File: config.mk
export PLATFORM = sky130hd
export DESIGN_NAME = pulse_train_generator
export DESIGN_NICKNAME = d
export VERILOG_FILES = /design/src/rtl/pulse_generator_pkg.sv /design/src/rtl/pulse_train_channel.sv /design/src/rtl/pulse_train_generator.sv
export SDC_FILE = /design/constraint.sdc
export NUM_CORES = 1
export LEC_CHECK = 0
export BUFFER_PORTS_ARGS = -buffer_cell sky130_fd_sc_hd__buf_2
export CAP_MARGIN = 40
export CORE_ASPECT_RATIO = 1.25
export CORE_MARGIN = 1
export CORE_UTILIZATION = 50
export CTS_CLUSTER_SIZE = 20
export DETAILED_ROUTE_END_ITERATION = 6
export GPL_TIMING_DRIVEN = 0
export PLACE_DENSITY = 0.71
export SYNTH_ARGS = -nofsm -noshare
export SYNTH_HDL_FRONTEND = slang
export SYNTH_SLANG_ARGS = --single-unit
export TNS_END_PERCENT = 20
File: constraint.sdc
create_clock -name clk -period 6.2 [get_ports clk]
set_input_delay 1.24 -clock clk [delete_from_list [all_inputs] [get_ports clk]]
set_output_delay 1.24 -clock clk [all_outputs]
set_load 0.01 [all_outputs]
File: src/rtl/pulse_generator_pkg.sv
// Shared types and default sizing for the pulse-train generator and its channels.
package pulse_generator_pkg;

  typedef enum logic [1:0] {PT_IDLE, PT_DELAY, PT_HIGH, PT_LOW} pt_state_t;

  localparam int PT_NUM_CH      = 2;
  localparam int PT_CNT_W       = 8;
  localparam int PT_RESET_DELAY = 3;

endpackage

File: src/rtl/pulse_train_channel.sv
// One independent pulse-train channel: latches its config at start, then runs
// DELAY -> HIGH <-> LOW until the programmed number of pulses has been emitted.
module pulse_train_channel
  import pulse_generator_pkg::*;
#(
  parameter int CNT_W = PT_CNT_W
) (
  input  logic             clk,
  input  logic             reset_n,
  input  logic             ready,
  input  logic             start,
  input  logic             abort,
  input  logic [CNT_W-1:0] cfg_delay,
  input  logic [CNT_W-1:0] cfg_width,
  input  logic [CNT_W-1:0] cfg_period,
  input  logic [CNT_W-1:0] cfg_count,
  output logic             pulse_out,
  output logic             busy,
  output logic             done,
  output logic [1:0]       state_o
);

  // Handshake: start is a level; it is taken at a clock edge only when the
  // channel is IDLE, ready is 1 and abort is 0. Otherwise it is dropped.

  pt_state_t        state_q, state_d;
  logic [CNT_W-1:0] cnt_q, cnt_d;
  logic [CNT_W-1:0] pcnt_q, pcnt_d;
  logic [CNT_W-1:0] w_m1_q, w_m1_d;
  logic [CNT_W-1:0] low_m1_q, low_m1_d;
  logic             pulse_q, pulse_d;
  logic             busy_q, busy_d;
  logic             done_q, done_d;

  logic [CNT_W-1:0] width_c;
  logic [CNT_W-1:0] count_c;
  logic [CNT_W-1:0] low_c;

  // Clamps: period <= width is raised to width+1, so the low phase is
  // computed directly and never needs a (CNT_W+1)-bit period.
  always_comb begin
    width_c = (cfg_width == '0) ? CNT_W'(1) : cfg_width;
    count_c = (cfg_count == '0) ? CNT_W'(1) : cfg_count;
    low_c   = (cfg_period > width_c) ? (cfg_period - width_c - CNT_W'(1)) : '0;
  end

  always_comb begin
    state_d  = state_q;
    cnt_d    = cnt_q;
    pcnt_d   = pcnt_q;
    w_m1_d   = w_m1_q;
    low_m1_d = low_m1_q;
    pulse_d  = pulse_q;
    busy_d   = busy_q;
    done_d   = 1'b0;
    case (state_q)
      PT_IDLE: begin
        if (start && ready && !abort) begin
          state_d  = PT_DELAY;
          cnt_d    = cfg_delay;
          pcnt_d   = count_c - CNT_W'(1);
          w_m1_d   = width_c - CNT_W'(1);
          low_m1_d = low_c;
          busy_d   = 1'b1;
        end
      end
      PT_DELAY: begin
        if (cnt_q == '0) begin
          state_d = PT_HIGH;
          pulse_d = 1'b1;
          cnt_d   = w_m1_q;
        end else begin
          cnt_d = cnt_q - CNT_W'(1);
        end
      end
      PT_HIGH: begin
        if (cnt_q == '0) begin
          pulse_d = 1'b0;
          if (pcnt_q == '0) begin
            state_d = PT_IDLE;
            busy_d  = 1'b0;
            done_d  = 1'b1;
          end else begin
            state_d = PT_LOW;
            cnt_d   = low_m1_q;
          end
        end else begin
          cnt_d = cnt_q - CNT_W'(1);
        end
      end
      PT_LOW: begin
        if (cnt_q == '0) begin
          state_d = PT_HIGH;
          pulse_d = 1'b1;
          cnt_d   = w_m1_q;
          pcnt_d  = pcnt_q - CNT_W'(1);
        end else begin
          cnt_d = cnt_q - CNT_W'(1);
        end
      end
      default: state_d = PT_IDLE;
    endcase
    // Abort overrides everything, including a completion on the same edge.
    if (abort && (state_q != PT_IDLE)) begin
      state_d = PT_IDLE;
      cnt_d   = '0;
      pulse_d = 1'b0;
      busy_d  = 1'b0;
      done_d  = 1'b0;
    end
  end

  always_ff @(posedge clk or negedge reset_n) begin
    if (!reset_n) begin
      state_q  <= PT_IDLE;
      cnt_q    <= '0;
      pcnt_q   <= '0;
      w_m1_q   <= '0;
      low_m1_q <= '0;
      pulse_q  <= 1'b0;
      busy_q   <= 1'b0;
      done_q   <= 1'b0;
    end else begin
      state_q  <= state_d;
      cnt_q    <= cnt_d;
      pcnt_q   <= pcnt_d;
      w_m1_q   <= w_m1_d;
      low_m1_q <= low_m1_d;
      pulse_q  <= pulse_d;
      busy_q   <= busy_d;
      done_q   <= done_d;
    end
  end

  always @(posedge clk) begin
    if (reset_n) begin
      assert (!pulse_q || busy_q) else $error("pulse_out high while not busy");
      assert (!(done_q && done_d)) else $error("done high two cycles in a row");
    end
  end

  assign pulse_out = pulse_q;
  assign busy      = busy_q;
  assign done      = done_q;
  assign state_o   = state_q;

endmodule

File: src/rtl/pulse_train_generator.sv
// Multi-channel pulse-train generator: a shared post-reset hold-off plus
// NUM_CH independent channels fed from slices of the cfg buses.
module pulse_train_generator
  import pulse_generator_pkg::*;
#(
  parameter int NUM_CH      = PT_NUM_CH,
  parameter int CNT_W       = PT_CNT_W,
  parameter int RESET_DELAY = PT_RESET_DELAY
) (
  input  logic                    clk,
  input  logic                    reset_n,
  input  logic [NUM_CH-1:0]       start,
  input  logic [NUM_CH-1:0]       abort,
  input  logic [NUM_CH*CNT_W-1:0] cfg_delay,
  input  logic [NUM_CH*CNT_W-1:0] cfg_width,
  input  logic [NUM_CH*CNT_W-1:0] cfg_period,
  input  logic [NUM_CH*CNT_W-1:0] cfg_count,
  output logic [NUM_CH-1:0]       pulse_out,
  output logic [NUM_CH-1:0]       busy,
  output logic [NUM_CH-1:0]       done,
  output logic                    ready,
  output logic [2*NUM_CH-1:0]     dbg_state
);

  localparam int HW = (RESET_DELAY > 1) ? $clog2(RESET_DELAY) : 1;

  logic [HW-1:0] hold_q, hold_d;
  logic          ready_q, ready_d;

  always_comb begin
    hold_d  = hold_q;
    ready_d = ready_q;
    if (!ready_q) begin
      if (hold_q == '0) ready_d = 1'b1;
      else              hold_d  = hold_q - HW'(1);
    end
  end

  always_ff @(posedge clk or negedge reset_n) begin
    if (!reset_n) begin
      hold_q  <= HW'(RESET_DELAY - 1);
      ready_q <= 1'b0;
    end else begin
      hold_q  <= hold_d;
      ready_q <= ready_d;
    end
  end

  assign ready = ready_q;

  for (genvar i = 0; i < NUM_CH; i++) begin : g_ch
    pulse_train_channel #(.CNT_W(CNT_W)) u_ch (
      .clk        (clk),
      .reset_n    (reset_n),
      .ready      (ready_q),
      .start      (start[i]),
      .abort      (abort[i]),
      .cfg_delay  (cfg_delay [i*CNT_W +: CNT_W]),
      .cfg_width  (cfg_width [i*CNT_W +: CNT_W]),
      .cfg_period (cfg_period[i*CNT_W +: CNT_W]),
      .cfg_count  (cfg_count [i*CNT_W +: CNT_W]),
      .pulse_out  (pulse_out[i]),
      .busy       (busy[i]),
      .done       (done[i]),
      .state_o    (dbg_state[2*i +: 2])
    );
  end

endmodule
Word-level counts from Yosys, hierarchy flattened
Cells that the tools add are included.
{ "totals": {"reg_bits": 77, "elab_cells": 161, "output_inout_bits": 11} }
{ "op_classes": {"n_mux": 64, "order_cmp": 2, "bitwise_logic": 2, "n_addsub": 13, "eq_ne": 20, "n_reduce_logical": 42} }
{ "ops": {"columns": ["op", "n"], "rows": [
  ["$mux W8", 20],
  ["$sub A8 B1 Y8 const B", 10],
  ["$logic_not A8 Y1", 8],
  ["$pmux W8 S3", 2],
  ["$pmux W8 S2", 2],
  ["$mux W1", 24],
  ["$ne A3 B1 Y1 const B", 8],
  ["$mux W2", 10],
  ["$reduce_and A3 Y1", 6],
  ["$gt A8 B8 Y1", 2],
  ["$sub A8 B8 Y8", 2],
  ["$pmux W2 S3", 2],
  ["$reduce_bool A3 Y1", 4],
  ["$reduce_and A2 Y1", 5],
  ["$eq A2 B2 Y1 const B", 4],
  ["$ne A2 B1 Y1 const B", 4],
  ["$ne A4 B4 Y1 const B", 2],
  ["$pmux W1 S2", 4],
  ["$reduce_and A4 Y1", 2],
  ["$reduce_bool A2 Y1", 4],
  ["$logic_and A1 B1 Y1", 6],
  ["$logic_not A2 Y1", 3],
  ["$eq A2 B1 Y1 const B", 2],
  ["$reduce_or A2 Y1", 2],
  ["other kinds (3)", 5]
]} }

Longest topological paths before layout
Gate-level depths: netlist (run 1).
{ "logic_depth": {"ltp_word": 5, "depth_mapped": 13} }

Hierarchy
Synthesis (run 1) repeated with hierarchy kept, for this count alone.
{ "hier_totals": {"cells_unflattened": 672, "hier_area_um2": 5768.0} }
{ "by_module_without_submodules": {"columns": ["mod", "area_each_um2", "seq_area_each_um2", "cells_per_inst", "n_inst"], "rows": [
  ["pulse_train_channel (g_ch[1].u_ch)", 2846.5, 925.9, 335, 1],
  ["pulse_train_channel (g_ch[0].u_ch)", 2790.2, 925.9, 327, 1],
  ["pulse_train_generator", 131.4, 76.3, 10, 1]
]} }

Worst setup path before layout (run 1)
OpenSTA, ideal clock, no wires.
{ "synth_path": {"path_kind": "input to register", "start": "input port cfg_width[2]", "end": "register g_ch[0].u_ch.low_m1_q[6]", "required_time_ps": 6078, "path_stages": 13, "t_arrival_ps": 3880, "path_slack_ps": 2199, "path_buffers": 0, "cell_sequence": "or3_1 > or4_1 > o21bai_1 > inv_1 > ha_1 > inv_1 > fa_1 > nor2b_1 > o21ai_0 > a21boi_0 > o21a_1 > or3_1 > a32o_1"} }
{ "synth_via": {"elab_chain_len": 5, "word_cells_on_any_way": 6} }
{ "synth_rtl": {"columns": ["element", "line", "rtl"], "rows": [
  ["from (decl)", "pulse_train_generator.sv:15", "input logic [NUM_CH*CNT_W-1:0] cfg_width,"],
  ["$logic_not A8 Y1", "pulse_train_channel.sv:42", "width_c = (cfg_width == '0) ? CNT_W'(1) : cfg_width;"],
  ["$mux W8 (*)", "pulse_train_channel.sv:42", null],
  ["$sub A8 B8 Y8", "pulse_train_channel.sv:44", "low_c = (cfg_period > width_c) ? (cfg_period - width_c - CNT_W'(1)) : '0;"],
  ["$sub A8 B1 Y8", "pulse_train_channel.sv:44", null],
  ["$mux W8 (*)", "pulse_train_channel.sv:44", null],
  ["to (signal assigned)", "pulse_train_channel.sv:128", "low_m1_q <= low_m1_d;"],
  ["to (decl)", "pulse_train_channel.sv:30", "logic [CNT_W-1:0] low_m1_q, low_m1_d;"]
]} }
Mark *: on every way between the ends. The rest lies on a longest branch, timed or not.
A chain may end at the register's enable or synchronous reset.

Final worst setup path (run 1)
Same ends and word-level chain as after synthesis.

==> results of run 1 <==
-- registers in the layout, summed over array words and instances, names as in the netlist --
name / count
g_ch.u_ch.pcnt_q: 16
g_ch.u_ch.w_m1_q: 16
ready: 1
g_ch.u_ch.low_m1_q: 16
g_ch.u_ch.pulse_out: 2
g_ch.u_ch.busy: 2
hold_q: 2
g_ch.u_ch.done: 2
g_ch.u_ch.cnt_q: 16
g_ch.u_ch.state_o: 4
-- power groups by stage --
stage               Clock (uW)  Sequential (uW)  Combinational, uW
floorplan                    0              857                820
global placement             0              904               1030
detailed placement           0              914               1070
CTS                        584              907               1080
global route               605              941               1210
finish                     574              912               1080
-- synthesized netlist by cell type, types with 10 or more instances --
library cell,instances
nor2b_1,10
xor2_1,12
nor3_1,24
nand3_1,13
o21ai_0,74
a21oi_1,58
dfrtp_1,76
xnor2_1,24
nor2_1,47
o22ai_1,11
inv_1,50
clkbuf_1,18
mux2i_1,12
a22o_1,14
ha_1,35
nand2_1,65
-- logic make-up after synthesis --
kind of cell / count (synthesis) / synth area share
AOI/OAI and AO/OA: 224 / 0.2482
xor gates and xnor gates: 36 / 0.05525
adders and majority gates: 37 / 0.08375
buffers and inverters: 84 / 0.06402
DFF: 77 / 0.3379
muxes: 18 / 0.03289
and+or+nand+nor: 206 / 0.1780
-- critical path, stage by stage --
cell      delay (ns)
buf_2           0.13
or3_1           0.41
or4_1           0.43
o21bai_1        0.36
inv_1           0.13
ha_1            0.22
inv_1           0.07
fa_1            0.20
nor2b_1         0.07
o21ai_0         0.26
a21boi_0        0.17
o21a_1          0.20
or3_1           0.30
a32o_1          0.25
-- final cells by class --
type / instances / area (um2)
Buffer: 34 / 177.7
Clock buffer: 12 / 256.5
Clock inverter: 4 / 70.07
Fill cell: 1006 / 4463
Inverter: 50 / 187.7
Multi-Input combinational cell: 521 / 3413
Sequential cell: 77 / 1928
Tap cell: 135 / 168.9
Timing Repair Buffer: 80 / 417.9
-- per-layer routing --
metal	vias to the layer above	global-route usage	wire length, um
met3	26	0.04954	579
met2	133	0.4541	7612
li1	2638	-	-
met5	-	0	0
met4	0	0.1149	362
met1	2496	0.2762	5707
-- worst max-delay path by stage --
stage                                           to  slack [ns]  cells after the start
after floorplan           g_ch[0].u_ch.low_m1_q[6]        2.20                     13
after global placement    g_ch[0].u_ch.low_m1_q[6]        1.69                     14
after detailed placement  g_ch[0].u_ch.low_m1_q[6]        1.65                     14
after CTS                 g_ch[0].u_ch.low_m1_q[6]        2.00                     14
after global routing      g_ch[1].u_ch.low_m1_q[6]        1.82                     14
final                     g_ch[0].u_ch.low_m1_q[6]        1.98                     14
-- metrics by stage --
stage | setup WS (ns) | cells | cell area (um2) | power [uW]
detailed placement | 1.646 | 897 | 6294 | 1981
finish | 1.976 | 913 | 6620 | 2567
CTS | 2.002 | 913 | 6620 | 2568
global route | 1.820 | 913 | 6620 | 2756
floorplan | 2.199 | 682 | 5707 | 1677
global placement | 1.692 | 896 | 6271 | 1939
==> metrics list, run 1 <==
* Final Hold Vio Count: 0
- Proportion of power drawn by the clock network: 0.223
- Counting instances, the worst hold path has a depth of 2.
* Num CTS Buffers: 9
- Maximum number of pins on one net before global-route repair: 45
- Synthesis produced around 680 cells.
- The routed design has 14.26 mm of wire.
* Post-synth top area cell: dfrtp_1
- After layout, the minimum clock period comes to 4.224 ns.
* Clock sink count: 77
* Area Growth Syn to Fin: 16.01%
- Counting cells, the worst reg-to-reg path comes to 11.
- Number of distinct library cells after synthesis: between 60 and 70
- Die X: 97.56 um
* CP Max Fanout: 5
- Sequential cell fraction of total power: 0.355
* Number of vias after detailed routing: 5,293
* Post-synth EDFFs: 0
* Start of the worst register-to-register path: g_ch[0].u_ch.state_o[0]
- Worst-case vdd ir drop: 0.0001745 V
- Required time of the critical path: roughly 6.4 ns
- TritonCTS built the clock tree.
- The core region is about 0.011 mm2.
* Vias per cell: 5.797
- Iter 0 DRT Violations: 209
- For this configuration, the core starts out at a cell density of 0.5149.
- Across every metal layer, demand over resource in global routing totals 0.2485.
- In this run, post-CTS hold repair placed 0 buffers.
* Final hold slack: 0.4709 ns
* Total grt overflow: 0
- Setup TNS: 0 ns
- Sw power: 1022 uW
- In this run the worst setup path begins at cfg_width[2].
* Max-Slew Margin vs Limit: 0.4657
- Seq/Total Area, Yosys: 0.3379
* Layout cells sized above 1: 0.1697
- Of the post-synthesis cell area, the dominant cell type holds 0.3333.
- Result of the run: complete, no violations
- Clock-pin slew was measured on the worst setup and hold paths at 0.05 ns.
- Start point of the worst hold path: g_ch[0].u_ch.w_m1_q[6]
- Core occupancy in the finished layout: 0.5973
* Number of global-route vias before repair: 5,149
* Post-CTS Resized: 0
* Count of buffers from port buffering: 79
- Setup violations remaining at the end of the flow were counted as 0.
* Pin slew with the least headroom to its limit: 0.7997 ns
- Cell types with the largest area share after synthesis: dfrtp_1 33%, ha_1 7.7%, o21ai_0 6.5%
- Number of placement rows: 43
- Post-CTS repair timing setup buffer count: 0
* Post-synthesis sequential element count: 77
- Synth async-reset ratio: 1.000
- The final layout contains 880 nets.
- Routability-driven placement finished with a final weighted congestion of 0.8912.
* Most used cells in the layout excluding fill and tap cells: 82 x buf_2, 76 x dfrtp_1, 74 x o21ai_0, 65 x nand2_1, 58 x a21oi_1
- Max-slew violation count: 0
* Clock Tree Buf Depth: 2
- Vertical die dimension: 121.4 um
- Antenna Violating Nets Remaining: 0
* Drt wl/cell: 15.62 um
* Part of the total power dissipated in combinational logic: 0.421
* Yosys synthesis warning count: 0
* Final cycle utilization of the critical path: 0.6813
* Setup slack, reg-to-reg: 3.08 ns
* Antenna Cells: 0
- Setup crit end kind: register
- In the routed design, unresolved DRC markers number 0.
* Half-perimeter wire length after detailed placement: between 10 and 15 mm
- Endpoint, Worst Hold: g_ch[0].u_ch.w_m1_q[6]
* Critical path start-end classification: input port to register
- Number of primary I/O pins: 81
* Static leakage: approximately 0.0030 uW
* Power density of the placed cells: 387.8 mW/mm2
- Total die area: between 0.01 and 0.015 mm2
- The H-tree generated during clock tree synthesis spans 3 levels.
- Syn Area/Cell: between 8 and 9 um2
- Class of the tightest hold or removal check: register to register
- After synthesis the cells add up to 0.005707 mm2.
- The tree is rooted in a clkbuf_16.
- Highest clock rate: 0.2367 GHz
- Leaving out fill and tap cells, the most frequent cell in the layout is buf_2.
- Setup repair after global routing left no endpoint under its margin.
* Startpoint class of the critical path: input port
* Mapped Nets: ~790
- Max-cap violations: 0
* Design internal power: roughly 1500 uW
* Clock insertion delay at the later pin of the skew report: around 0.34 ns
- Number of detailed-routing iterations run before antenna repair: 6
- Of the total power, the share spent switching nets is 0.3983.
- At the worst endpoint, the arrival time is 4.45 ns.
- For the final database, setup skew stands at 0.005433 ns.
- Wire length of the first global-routing pass: 23.72 mm
* R2R Path End: g_ch[0].u_ch.pcnt_q[6]
- Dominant register cell in the synthesized netlist: dfrtp_1
* Antenna violations before repair: 0
No activity file was read; power rests on OpenSTA's default activity.
==> run 2: changes to the inputs <==
ABC_AREA = 1   (was default)
PLACE_DENSITY = 0.74   (was 0.71)
clock period = 3.8 ns   (was 6.2 ns; I/O delays follow)
==> metrics list, run 2 <==
* Worst-case vdd ir drop: 0.0002885 V (+65%)
- Count of buffers from port buffering: 80 (+1.3%)
- CTS tree: yes
- Maximum number of pins on one net before global-route repair: 53 (+18%)
- Vias per cell: 4.980 (-14%)
- The number of flip-flops and latches in the synthesized netlist is 77 (unchanged).
* Post-synth EDFFs: 0 (unchanged)
- The number of max-cap violations is 0 (unchanged).
- Yosys synthesis warning count: 0 (unchanged)
* Startpoint class of the critical path: input port
- The commonest cells after synthesis are 288 x nand2_1, 135 x inv_1, 94 x nor2_1, 76 x dfrtp_1.
- Placeable core region: 0.01162 mm2 (+4.8%)
* Seq/Total Area, Yosys: 0.3243 (-0.01358)
- Iter 0 DRT Violations: 220 (+5.3%)
* Antenna Cells: 0 (unchanged)
- Highest clock rate: 0.3779 GHz
* Result of the run: complete, no violations
- Share of Yosys cell area claimed by the top area cell type: 0.3199 (-0.01339)
* Syn Area/Cell: 6.599 um2 (-21%)
- The final design utilization came to 0.5914 (-0.005865).
* Design internal power: 2571 uW (+66%)
- Clock insertion delay at the later pin of the skew report: 0.34 ns (about the same)
* Wire length reported by the detailed router: 13.68 mm (-4.1%)
* Global-route track usage on met2: 0.4219 (-0.03223)
- The chip width was 99.54 um (+2.0%).
* Drt wl/cell: 11.81 um (-24%)
* Setup TNS: 0 ns (unchanged)
* Root Driver: clkbuf_16
- Setup crit end kind: register
- Layout cells sized above 1: 0.1383 (-0.03139)
- Total die area: 0.01233 mm2 (+4.1%)
- By startpoint and endpoint, the worst setup path is classified as input port to register.
* Wire length of the first global-routing pass: 22.75 mm (-4.1%)
- Number of detailed-routing iterations run before antenna repair: 5 (-1)
- Clock Tree Buf Depth: 2 (unchanged)
- The share of async-settable or async-resettable flops after synthesis came to 1.000 (unchanged).
* Number of primary I/O pins: 81 (unchanged)
* Most used cells in the layout excluding fill and tap cells: 288 x nand2_1, 135 x inv_1, 94 x nor2_1, 81 x buf_2, 76 x dfrtp_1
* Number of placement rows: 44 (+2.3%)
- The switching power total was 2083 uW (+100%).
- Relative to the synthesized area, the layout overhead comes to 15.55%.
* Cell count after synthesis: 901 (+32%)
* Pre-CTS setup slack: 0.8026 ns (-0.8435 ns)
- The number of nets still failing antenna checks after routing was 0 (unchanged).
- Total grt overflow: 0 (unchanged)
* Dominant register cell in the synthesized netlist: dfrtp_1
- Register clock-pin slew on the reported worst setup and hold paths: 0.06 ns (about the same)
- dfrtp_1 takes more of the synthesized area than any other cell.
- Total routing usage reported by global routing: 0.2321 (-0.01639)
* Vertical die dimension: 123.9 um (+2.0%)
- met2 is the most crowded layer.
- The length in cells of the worst reg-to-reg path is 13 (+2).
- Final hold slack: 0.3258 ns (-0.1451 ns)
- The placed wire-length estimate is 10.74 mm (-3.9%).
- The clock buffer count from CTS came to 9 (unchanged).
* Most common cell in the synthesized netlist: nand2_1
* Worst setup margin: 1.153 ns (-0.8224 ns)
- By area the synthesized netlist is led by dfrtp_1 32%, nand2_1 18%, inv_1 8.5%.
- Final-stage net count: 1,100 (+25%)
- Proportion of power drawn by the clock network: 0.181 (-0.042)
- The net count of the mapped netlist is 1,008 (+28%).
- Power density of the placed cells: 677.5 mW/mm2 (+75%)
- Antenna violations before repair: 0 (unchanged)
- Clock sink count: 77 (unchanged)
* Count of hold-fix buffers inserted at cts: 0 (unchanged)
* Final Wtd Congestion: 0.8893 (-0.21%)
* Class of the tightest hold or removal check: input port to asynchronous set/reset pin
- The hold violation total from the final report was 0 (unchanged).
- Total power after layout: 4654 uW (+81%)
* Final setup skew: 0.007538 ns (+0.002105 ns)
* Required time of the critical path: 4.08 ns (-2.34 ns)
- Post-CTS repair timing setup buffer count: 0 (unchanged)
* Unrepaired setup endpoints after global routing: false
- Post-CTS Resized: 0 (unchanged)
* Final setup viols: 0 (unchanged)
* CP Max Fanout: 4 (-1)
- Routing usage on met1: 0.2807 (+0.004446)
* Part of the total power dissipated in combinational logic: 0.513 (+0.092)
* Sequential cell fraction of total power: 0.306 (-0.049)
- The share of total power consumed by net switching was 0.4476 (+0.04928).
* Leading cell type in the layout, fill and taps excluded: nand2_1
- Max-Slew Margin vs Limit: 0.6591 (+0.1934)
- The met3 demand-to-capacity share in global routing was 0.02357 (-0.02597).
- The leakage power is 0.003765 uW (+27%).
* Starting utilization of the core area: 0.5118 (-0.003053)
* Arrival time of the worst setup path: 2.92 ns (-1.53 ns)
- The unique cell type count in the Yosys netlist came to 39 (-36%).
- Of the available clock period, the critical path in the final layout requires 0.6965.
- Max-slew violation count: 0 (unchanged)
- Final period demand of the worst path: 2.647 ns
- Pin slew with the least headroom to its limit: 0.5059 ns (-0.2937 ns)
- CTS HTree Levels: 3 (unchanged)
* Number of vias after detailed routing: 5,772 (+9.0%)
* Post-Syn Area: 0.005946 mm2 (+4.2%)
- The number of global-route vias before repair is 5,320 (+3.3%).
- The number of design rule violations left after detail routing came to 0 (unchanged).
run 2: layout make-up:
| class | instances | area, um2 |
|---|---|---|
| inverter | 140 | 525.5 |
| fill | 1164 | 4746 |
| buffer | 23 | 167.7 |
| clock buffer | 10 | 229.0 |
| multi-input combinational | 661 | 3324 |
| tap | 161 | 201.4 |
| clock inverter | 6 | 63.81 |
| sequential | 77 | 1928 |
| timing repair buffer | 81 | 430.4 |
run 2: worst max-delay path, cell delays in order:
cell	delay, ns
buf_2	0.12
inv_1	0.08
nand2_1	0.07
nor2_1	0.06
nand4_1	0.14
nand2_1	0.13
inv_1	0.10
ha_1	0.19
inv_1	0.07
fa_1	0.40
o21ai_0	0.32
nand2_1	0.13
nand2_1	0.08
nand2_1	0.05
nand2_1	0.05
nand3_1	0.07
nand2_1	0.07
run 2: metrics by stage:
step / area, um2 / instances
6_report: 6870 / 1159
5_1_grt: 6870 / 1159
4_1_cts: 6870 / 1159
3_5_place_dp: 6578 / 1143
3_3_place_gp: 6548 / 1142
2_1_floorplan: 5946 / 901
run 2: cell families after synthesis:
| kind of cell | share of synthesized area |
|---|---|
| simple gates | 0.3382 |
| fa+ha+maj | 0.08039 |
| buf+inv | 0.1166 |
| flops | 0.3243 |
| compound gates | 0.1096 |
| xor+xnor | 0.03093 |
run 2: power by group through the flow:
stage          clock, uW  sequential, uW  combinational, uW
2_1_floorplan          0            1380               1840
3_3_place_gp           0            1430               2320
3_5_place_dp           0            1440               2370
4_1_cts              857            1430               2390
5_1_grt              887            1470               2750
6_report             842            1430               2390
run 2: per-layer routing:
| layer | up-vias | part of all wire |
|---|---|---|
| li1 | 3008 | - |
| met1 | 2614 | 0.46 |
| met2 | 129 | 0.49 |
| met3 | 21 | 0.028 |
| met4 | 0 | 0.019 |
| met5 | - | 0 |
run 2: worst paths after layout:
check | endpoint | startpoint | slack (ns)
worst max-delay path | g_ch[0].u_ch.low_m1_q[6] | cfg_width[2] | 1.15
worst min-delay path | g_ch[1].u_ch.pcnt_q[3] | reset_n | 0.33
worst max register to register | g_ch[1].u_ch.pcnt_q[6] | g_ch[1].u_ch.state_o[1] | 1.51
worst min register to register | g_ch[0].u_ch.w_m1_q[3] | g_ch[0].u_ch.w_m1_q[3] | 0.47
max in group asynchronous | hold_q[1] | reset_n | 2.85
min in group clk | g_ch[0].u_ch.w_m1_q[3] | g_ch[0].u_ch.w_m1_q[3] | 0.47
==> run 3: changes to the inputs <==
PLACE_DENSITY = 0.71   (was 0.74)
clock period = 2.55 ns   (was 3.8 ns; I/O delays follow)
==> metrics list, run 3 (synthesis results as in run 2) <==
- Leaving out fill and tap cells, the most frequent cell in the layout is nand2_1.
- The worst path in the final design needs a cycle of 2.327 ns, including I/O delays and setup.
* Clock sink count: 77 (unchanged)
- The initial cell density of the core is 0.5118 (unchanged).
- The detailed router's first-iteration violation count was 187 (-15%).
- Number of detailed-routing iterations run before antenna repair: 5 (unchanged)
* Max-cap violations: 0 (unchanged)
- Wire length of the first global-routing pass: 23.59 mm (+3.7%)
* CP Max Fanout: 4 (unchanged)
* Register clock-pin slew on the reported worst setup and hold paths: 0.05 ns (about the same)
- The buffer depth of the longest clock path was 2 (unchanged).
* Most used cells in the layout excluding fill and tap cells: 288 x nand2_1, 135 x inv_1, 94 x nor2_1, 81 x buf_2, 76 x dfrtp_1
- Final-stage net count: 1,100 (unchanged)
* Number of filler cells placed in the layout: 1,199 (+3.0%)
- The startpoint identified for the worst register-to-register timing path is g_ch[1].u_ch.state_o[1].
- Dpl cell area: 0.006570 mm2 (-0.11%)
* Worst-case vdd ir drop: 0.0004345 V (+51%)
- Antenna Cells: 0 (unchanged)
- The via count of the routed design was 5,671 (-1.7%).
- The number of antenna violations at the first check in global routing is 0 (unchanged).
* Number of cell instances on the worst register-to-register path: 13 (unchanged)
* Class of the tightest hold or removal check: input port to asynchronous set/reset pin
* Total routing usage reported by global routing: 0.2404 (+0.008299)
- The detail-routed net length per standard cell came to 11.91 um (+0.91%).
- The core area was 0.01162 mm2 (unchanged).
- Result of the run: complete, no violations
- The number of global-route vias before repair came to 5,360 (+0.75%).
- Count of buffers from port buffering: 80 (unchanged)
- Final Hold Vio Count: 0 (unchanged)
* Final hold slack: 0.1508 ns (-0.1750 ns)
* CTS HTree Levels: 3 (unchanged)
- The number of top-level pins was 81 (unchanged).
- The finished layout cell area came to 0.006874 mm2 (about the same).
- The placed wire-length estimate is 10.87 mm (+1.2%).
* Arrival time of the worst setup path: 2.60 ns (-0.32 ns)
* Number of cells in the design after placement: 1,143 (unchanged)
- The pin count of the biggest net entering global routing was 41 (-23%).
- Crit-path most repeated cell: nand2_1
- Area Growth Syn to Fin: 15.61% (about the same)
* Required time of the critical path: 2.83 ns (-1.25 ns)
- Total grt overflow: 0 (unchanged)
- Num CTS Buffers: 9 (unchanged)
- In this run the worst setup path terminates at g_ch[1].u_ch.low_m1_q[6].
- Final setup viols: 0 (unchanged)
- Critical path, cell by cell: buf_2 -> inv_1 -> nand2_1 -> nor2_1 -> a31oi_1 -> ha_1 -> inv_1 -> fa_1 -> o21ai_0 -> nand2_1 -> nand3_1 -> nand2_1 -> nand2_1 -> nand2_1 -> nand2_1
- Setup crit end kind: register
- The die height is 123.9 um (unchanged).
- Number of placement rows: 44 (unchanged)
- Final cycle utilization of the critical path: 0.9127
- The number of design rule violations left after detail routing is 0 (unchanged).
- CTS tree: yes
- Clock insertion delay at the later pin of the skew report: 0.34 ns (about the same)
- Derived from the worst setup path, the maximum achievable clock frequency is 0.4297 GHz.
- The number of nets still failing antenna checks after routing came to 0 (unchanged).
- Setup slack, reg-to-reg: 0.26 ns (-1.25 ns)
- Vias per cell: 4.897 (-1.7%)
- The largest stage delay on the critical path came to 0.39 ns (about the same).
- Post-Layout Cell Count: 1,158 (-0.086%)
* Startpoint class of the critical path: input port
- The final weighted congestion of routability-driven global placement is 0.8955 (+0.70%).
- By startpoint and endpoint, the worst setup path is classified as input port to register.
* Wire length reported by the detailed router: 13.80 mm (+0.83%)
* Total die area: 0.01233 mm2 (unchanged)
- Pin slew with the least headroom to its limit: 0.5466 ns (+0.04065 ns)
- Max-Slew Margin vs Limit: 0.6356 (-0.02354)
- Die X: 99.54 um (unchanged)
- The slowest stage of the critical path belongs to the cell fa_1.
- The final design utilization is 0.5918 (about the same).
- Max-slew violation count: 0 (unchanged)
- Static leakage: 0.003772 uW (+0.19%)
- The most critical setup path has its startpoint at cfg_width[10].
* Layout cells sized above 1: 0.1394 (+0.001142)
- The setup skew after layout was 0.005799 ns (-0.001740 ns).
- In this run the clock root is driven by a clkbuf_16.
- The power density relative to cell area came to 1015 mW/mm2 (+50%).
- R2R Path End: g_ch[1].u_ch.pcnt_q[6]
[run 3: timing repair]
| action | in CTS | in global routing |
|---|---|---|
| hold buffers | 0 | 0 |
| gates resized for setup | 0 | 2 |
| setup endpoints to repair | 0 | 1 |
| setup buffers | 0 | 0 |
[run 3: critical path: cells and delay by family]
| family | cells | cell delay, ns |
|---|---|---|
| fa+ha+maj | 2 | 0.66 |
| compound gates | 2 | 0.61 |
| simple gates | 8 | 0.54 |
| buf+inv | 3 | 0.27 |
[run 3: metal layers]
metal / GRT usage / share of wire
met5: 0 / 0
met4: 0.1011 / 0.021
met2: 0.4219 / 0.49
met3: 0.03199 / 0.026
met1: 0.2983 / 0.46
[run 3: layout make-up]
| cell class | count | area [um2] | area share |
|---|---|---|---|
| repair buffers | 81 | 422.9 | 0.06152 |
| flip-flops and latches | 77 | 1928 | 0.2805 |
| inverters | 140 | 525.5 | 0.07645 |
| clock buffers | 11 | 252.7 | 0.03677 |
| plain buffers | 23 | 167.7 | 0.02439 |
| clock inverters | 4 | 47.55 | 0.006917 |
| multi-input cells | 661 | 3328 | 0.4842 |
| well taps | 161 | 201.4 | 0.02930 |
[run 3: power breakdown]
part	switching, uW	internal, uW	leakage, uW	total [uW]
clock network	484	802	0.000147	1290
registers	343	1780	0.000971	2130
logic	2270	1290	0.00265	3560
[run 3: stage by stage]
stage / power, uW / TNS (ns) / setup slack [ns]
floorplan: 4792 / 0 / 0.2913
global placement: 5613 / -0.2935 / -0.1837
detailed placement: 5682 / -0.3735 / -0.2177
CTS: 7006 / 0 / 0.1330
global route: 7689 / -0.006265 / -0.006265
finish: 6975 / 0 / 0.2227
[run 3: worst min path at each step]
stage,end,slack [ns],cells past startpoint
floorplan,g_ch[0].u_ch.busy,0.21,0
global placement,hold_q[0],0.46,1
detailed placement,hold_q[0],0.46,1
CTS,g_ch[1].u_ch.pcnt_q[3],0.17,1
global route,g_ch[1].u_ch.pcnt_q[3],0.19,1
finish,g_ch[1].u_ch.pcnt_q[3],0.15,1
